`src/rtl/rgb_frame_monitor.sv`:
```
// rgb_frame_monitor: per-frame signature, geometry and probe capture on the VGA colour bus.
// Optional RGB_FRAME_MONITOR_COMPARE_EN adds pFrameChanged (signature differs from last accepted frame).
module rgb_frame_monitor #(
  parameter bit VSYNC_POL = 1'b0,
  parameter int SIG_W     = 16
) (
  input  logic             pClk,
  input  logic             pReset,
  input  logic [3:0]       pRed_VGA,
  input  logic [3:0]       pGreen_VGA,
  input  logic [3:0]       pBlue_VGA,
  input  logic             pVideo_on,
  input  logic             pVsync,
  input  logic [9:0]       pProbeX,
  input  logic [9:0]       pProbeY,
  input  logic             pFrameAck,
  output logic             pFrameValid,
  output logic [SIG_W-1:0] pFrameSig,
  output logic [19:0]      pPixelCount,
  output logic [9:0]       pLineCount,
  output logic [11:0]      pProbePixel,
  output logic             pProbeHit,
  output logic             pOverrun
`ifdef RGB_FRAME_MONITOR_COMPARE_EN
  ,
  output logic             pFrameChanged
`endif
);

  typedef enum logic {SYNC_WAIT, CAPTURE} state_t;

  state_t           state_q, state_d;
  logic             vs_q, vs_d;
  logic             vid_q, vid_d;
  logic [SIG_W-1:0] sig_q, sig_d;
  logic [19:0]      pix_q, pix_d;
  logic [9:0]       x_q, x_d;
  logic [9:0]       line_q, line_d;
  logic [11:0]      probe_q, probe_d;
  logic             hit_q, hit_d;

  logic             valid_q, valid_d;
  logic [SIG_W-1:0] osig_q, osig_d;
  logic [19:0]      opix_q, opix_d;
  logic [9:0]       oline_q, oline_d;
  logic [11:0]      oprobe_q, oprobe_d;
  logic             ohit_q, ohit_d;
  logic             ovr_q, ovr_d;
`ifdef RGB_FRAME_MONITOR_COMPARE_EN
  logic [SIG_W-1:0] prev_q, prev_d;
  logic             prev_ok_q, prev_ok_d;
  logic             chg_q, chg_d;
`endif

  logic [11:0] pix;
  logic        vs;
  logic        vs_edge;
  logic        line_end;
  logic        commit;
  logic        load;

  assign pix      = {pRed_VGA, pGreen_VGA, pBlue_VGA};
  assign vs       = (pVsync == VSYNC_POL);
  assign vs_edge  = vs && !vs_q;
  assign line_end = vid_q && !pVideo_on;

  // Working-frame accumulation, frame commit and consumer handshake.
  always_comb begin
    state_d  = state_q;
    vs_d     = vs;
    vid_d    = pVideo_on;
    sig_d    = sig_q;
    pix_d    = pix_q;
    x_d      = x_q;
    line_d   = line_q;
    probe_d  = probe_q;
    hit_d    = hit_q;
    valid_d  = valid_q;
    osig_d   = osig_q;
    opix_d   = opix_q;
    oline_d  = oline_q;
    oprobe_d = oprobe_q;
    ohit_d   = ohit_q;
    ovr_d    = ovr_q;
`ifdef RGB_FRAME_MONITOR_COMPARE_EN
    prev_d    = prev_q;
    prev_ok_d = prev_ok_q;
    chg_d     = chg_q;
`endif
    commit = 1'b0;
    load   = 1'b0;

    if (vs_edge) begin
      commit  = (state_q == CAPTURE);
      state_d = CAPTURE;
      sig_d   = '0;
      pix_d   = '0;
      x_d     = '0;
      line_d  = '0;
      probe_d = '0;
      hit_d   = 1'b0;
    end else if (state_q == CAPTURE) begin
      if (pVideo_on) begin
        sig_d = {sig_q[SIG_W-2:0], sig_q[SIG_W-1]} ^ SIG_W'(pix);
        if (pix_q != '1) pix_d = pix_q + 20'd1;
        if (x_q != '1) x_d = x_q + 10'd1;
        if (x_q == pProbeX && line_q == pProbeY) begin
          probe_d = pix;
          hit_d   = 1'b1;
        end
      end else if (line_end) begin
        x_d = '0;
        if (line_q != '1) line_d = line_q + 10'd1;
      end
    end

    if (commit) begin
      if (!valid_q) begin
        load    = 1'b1;
        valid_d = 1'b1;
      end else if (pFrameAck) begin
        load  = 1'b1;
        ovr_d = 1'b0;
      end else begin
        ovr_d = 1'b1;
      end
    end else if (valid_q && pFrameAck) begin
      valid_d = 1'b0;
      ovr_d   = 1'b0;
    end

    if (load) begin
      osig_d   = sig_q;
      opix_d   = pix_q;
      oline_d  = line_q;
      oprobe_d = probe_q;
      ohit_d   = hit_q;
`ifdef RGB_FRAME_MONITOR_COMPARE_EN
      chg_d     = !prev_ok_q || (sig_q != prev_q);
      prev_d    = sig_q;
      prev_ok_d = 1'b1;
`endif
    end
  end

  // State registers with synchronous active-low reset.
  always_ff @(posedge pClk) begin
    if (!pReset) begin
      state_q  <= SYNC_WAIT;
      vs_q     <= 1'b0;
      vid_q    <= 1'b0;
      sig_q    <= '0;
      pix_q    <= '0;
      x_q      <= '0;
      line_q   <= '0;
      probe_q  <= '0;
      hit_q    <= 1'b0;
      valid_q  <= 1'b0;
      osig_q   <= '0;
      opix_q   <= '0;
      oline_q  <= '0;
      oprobe_q <= '0;
      ohit_q   <= 1'b0;
      ovr_q    <= 1'b0;
`ifdef RGB_FRAME_MONITOR_COMPARE_EN
      prev_q    <= '0;
      prev_ok_q <= 1'b0;
      chg_q     <= 1'b0;
`endif
    end else begin
      state_q  <= state_d;
      vs_q     <= vs_d;
      vid_q    <= vid_d;
      sig_q    <= sig_d;
      pix_q    <= pix_d;
      x_q      <= x_d;
      line_q   <= line_d;
      probe_q  <= probe_d;
      hit_q    <= hit_d;
      valid_q  <= valid_d;
      osig_q   <= osig_d;
      opix_q   <= opix_d;
      oline_q  <= oline_d;
      oprobe_q <= oprobe_d;
      ohit_q   <= ohit_d;
      ovr_q    <= ovr_d;
`ifdef RGB_FRAME_MONITOR_COMPARE_EN
      prev_q    <= prev_d;
      prev_ok_q <= prev_ok_d;
      chg_q     <= chg_d;
`endif
    end
  end

  assign pFrameValid = valid_q;
  assign pFrameSig   = osig_q;
  assign pPixelCount = opix_q;
  assign pLineCount  = oline_q;
  assign pProbePixel = oprobe_q;
  assign pProbeHit   = ohit_q;
  assign pOverrun    = ovr_q;
`ifdef RGB_FRAME_MONITOR_COMPARE_EN
  assign pFrameChanged = chg_q;
`endif

endmodule

```
`config.mk`:
```
export PLATFORM = sky130hd
export DESIGN_NAME = rgb_frame_monitor
export DESIGN_NICKNAME = d
export VERILOG_FILES = /design/src/rtl/rgb_frame_monitor.sv
export SDC_FILE = /design/constraint.sdc
export NUM_CORES = 1
export LEC_CHECK = 0
export ABC_CLOCK_PERIOD_IN_PS = 2400
export CORE_MARGIN = 2
export CORE_UTILIZATION = 40
export CTS_BUF_LIST = sky130_fd_sc_hd__clkbuf_4
export CTS_CLUSTER_SIZE = 12
export DETAILED_ROUTE_END_ITERATION = 10
export GPL_TIMING_DRIVEN = 0
export SYNTH_ARGS = -nofsm -noshare
export SYNTH_HDL_FRONTEND = slang
export SYNTH_SLANG_ARGS = --single-unit
```
`constraint.sdc`:
```
create_clock -name pClk -period 2.4 [get_ports pClk]
set_input_delay 0.36 -clock pClk [delete_from_list [all_inputs] [get_ports pClk]]
set_output_delay 0.36 -clock pClk [all_outputs]
set_load 0.005 [all_outputs]
```
==> flow_metrics.py <==
metrics = {
    "run_status": {
        "status": "finished clean",
    },
    "floorplan": {
        "initial_core_util_pct": 41.2,
        "ioPinCount": 98,
        "die_area_um2": 15300,
        "die_y_um": 124,
        "die_w_um": 124,
        "placementRows": 43,
        "core_area_um2": 13900,
    },
    "worst_setup_path": {
        "r2r_end": "line_q[5]$_SDFFE_PP0P_",
        "timing.rr.start": "vs_q$_SDFF_PN0_",
        "critPathMaxFanout": 10,
        "start_kind": "register",
        "cp-endpoint": "line_q[5]$_SDFFE_PP0P_",
        "crit_required_ns": 2.82,
        "crit_cells": 4,
        "critPathArrivalTime_ns": 2.60,
        "path_cells": "o21ai_0, clkbuf_1, clkbuf_1, nor2_1",
        "end_kind": "register",
        "cp-startpoint": "vs_q$_SDFF_PN0_",
        "cp_slowest_stage_delay_ns": 0.57,
        "reg2regPathDepth": 4,
        "criticalPathCategory": "register to register",
        "cp_common_cell": "clkbuf_1",
        "crit_family": "buffers and inverters",
        "crit_buf_inv": 2,
        "rrSetupSlack_ns": 0.22,
        "slowest_stage": "clkbuf_1",
    },
    "sta": {
        "worst_slew_margin_rel_pct": 56.5,
        "setup_violations": 0,
        "min_period_over_period_pct": 91.0,
        "fmax_mhz": 458,
        "finalHoldViolCount": 0,
        "fin_skew_ns": 0.0133,
        "rsz0062_at_grt": "false",
        "finalSetupTns_ns": 0,
        "drv_slew": 0,
        "fin_crit_ns": 2.18,
        "worst_pin_slew_ns": 0.646,
    },
    "pwr": {
        "irDropWorstVdd_v": 0.000277,
        "p_leak_nw": 2.34,
        "cellPowerDensity_nw_per_um2": 550,
    },
    "synthesis": {
        "synth_area_per_cell_um2": 8.67,
        "syn_nets": 702,
        "syn-cell-area_um2": 5740,
        "synth-seq-area-share_pct": 46.4,
        "synth.top_cell.area_share_pct": 46.4,
        "synth-edff-count": 0,
        "synth_cell_types": 50,
        "synthCells": 662,
        "synth_area_leaders": "dfxtp_1 46%, nand2_1 11%, a21boi_0 7.8%",
        "ys_seq_elements": 133,
        "yosysTopAreaCell": "dfxtp_1",
        "ys_async_sr_fraction_pct": 0,
        "yosysWarnings": 0,
        "synthFlopType": "dfxtp_1",
    },
    "clock_network": {
        "cts_tree": "yes",
        "numCtsBuffers": 17,
        "cts_root_buf": "clkbuf_4",
        "cts_setup_buffers": 0,
        "cts.clk_slew.worst_paths_ns": 0.12,
        "insertion_delay_ns": 0.54,
        "clock-sinks": 133,
        "htree_levels": 4,
        "clock_path_buffers": 2,
        "cts_hold_buf": 0,
        "cts_resized": 0,
    },
    "layout": {
        "fillers": 1364,
        "area_growth_pct": 25.5,
        "drive_gt1_share_pct": 6.70,
        "diodes": 0,
        "stdcell_count": 971,
        "nNetsFinal": 818,
    },
    "placement": {
        "port_buffers": 97,
        "gp_congestion": 0.874,
        "placed_cells": 939,
        "hpwl_mm": 10.7,
    },
    "drt": {
        "wl_per_cell_um": 14.6,
        "drc_errors": 0,
        "routed_via_density": 5.01,
        "routed_wl_mm": 14.1,
        "ant_nets": 0,
        "vias": 4864,
        "first_pass_iters": 4,
        "drt_iter0_markers": 245,
    },
    "worst_hold_path": {
        "hold_path_depth": 3,
        "hold_class": "input pin to register",
    },
    "grt": {
        "grt_max_degree": 17,
        "grt_overflow": 0,
        "antenna_found_initial": 0,
        "grt_pass1_vias": 4790,
        "track_usage_pct": 20.0,
        "grt_pass1_wl_mm": 23.7,
    },
    "run": {
        "drv_cap": 0,
    },
}
==> worst reg2reg max path: stages, from the launching register on <==
cell,delay (ns)
dfxtp_1,0.32
o21ai_0,0.53
clkbuf_1,0.57
clkbuf_1,0.52
nor2_1,0.12
==> cells in the mapped netlist, types with 3 or more instances <==
| cell | instances |
|---|---|
| and2_1 | 3 |
| xor2_1 | 25 |
| inv_1 | 3 |
| mux2i_1 | 14 |
| and3_1 | 5 |
| buf_6 | 3 |
| nor2_1 | 50 |
| or4_1 | 3 |
| o21ai_0 | 6 |
| nor3_1 | 10 |
| buf_2 | 5 |
| a21boi_0 | 60 |
| a211oi_1 | 15 |
| or3_1 | 4 |
| nand3_1 | 16 |
| ha_1 | 3 |
| nor4_1 | 4 |
| nand2_1 | 172 |
| dfxtp_1 | 133 |
| nand4_1 | 11 |
| xnor2_1 | 36 |
| clkbuf_1 | 31 |
| a21oi_1 | 16 |
==> where the power goes <==
part	leakage [nW]	switching [mW]	internal (mW)
clock network	0.144	0.795	0.648
logic	1.12	0.156	0.126
registers	1.07	0.0139	2.22
==> stage by stage <==
stage          hold slack [ns]  instance area (µm²)  setup slack [ns]  power (mW)  util [%]
2_1_floorplan            0.432                 5740             0.643        2.43         -
3_3_place_gp             0.446                 6940            -0.317        2.57      49.8
3_5_place_dp             0.449                 6940            -0.311        2.57      49.8
4_1_cts                  0.378                 7200             0.207        4.00      51.7
5_1_grt                  0.406                 7200            0.0614        4.13      51.7
6_report                 0.414                 7200             0.216        3.96      51.7
==> per-layer routing <==
layer / share of wire, % / vias up / global-route usage, %
met5: 0 / - / 0
met4: 1.9 / 0 / 8.03
met3: 5.0 / 23 / 4.44
met2: 46 / 105 / 31.5
met1: 47 / 2262 / 26.6
li1: - / 2474 / -
==> layout make-up <==
class	count	area [µm²]	area share, %
Buffer	42	198	2.74
Clock buffer	21	158	2.19
Clock inverter	11	110	1.53
Inverter	3	11.3	0.156
Multi-Input combinational cell	484	2870	39.8
Sequential cell	133	2660	37.0
Tap cell	180	225	3.13
Timing Repair Buffer	97	971	13.5
==> how the worst min path moves through the flow <==
| stage | endpoint | slack (ns) | startpoint |
|---|---|---|---|
| final | probe_q[9]$_SDFFE_PP0P_ | 0.41 | pRed_VGA[1] |
| after global routing | vs_q$_SDFF_PN0_ | 0.41 | pVsync |
| after CTS | probe_q[9]$_SDFFE_PP0P_ | 0.38 | pRed_VGA[1] |
| after detailed placement | probe_q[1]$_SDFFE_PP0P_ | 0.45 | probe_q[1]$_SDFFE_PP0P_ |
| after global placement | probe_q[11]$_SDFFE_PP0P_ | 0.45 | probe_q[11]$_SDFFE_PP0P_ |
| after floorplan | vs_q$_SDFF_PN0_ | 0.43 | pVsync |
==> registers in the layout, indices dropped and copies added (netlist names) <==
name / cells
sig_q: 16
probe_q: 12
pProbePixel: 12
pOverrun: 1
pProbeHit: 1
pFrameValid: 1
pLineCount: 10
pix_q: 20
state_q: 1
vid_q: 1
vs_q: 1
x_q: 10
pPixelCount: 20
pFrameSig: 16
line_q: 10
hit_q: 1
==> cells by family after synthesis <==
group / after synthesis / share of synthesized area, %
adders and majority gates: 3 / 0.654
and+or+nand+nor: 295 / 23.4
buffers and inverters: 45 / 3.64
DFF: 133 / 46.4
xor gates and xnor gates: 61 / 9.31
muxes: 14 / 2.44
AOI/OAI and AO/OA: 111 / 14.2
==> cells in the final DEF (no fill, tap or decap), types with 10 or more instances in the layout <==
cell type / count
nor3_1: 10
mux2i_1: 14
clkbuf_1: 31
nand2_1: 172
a21oi_1: 16
nand4_1: 11
nand3_1: 16
xor2_1: 25
nor2_1: 50
clkdlybuf4s50_1: 97
a21boi_0: 60
dfxtp_1: 133
a211oi_1: 15
clkbuf_4: 21
xnor2_1: 36
(Power assumes the default switching activity.)
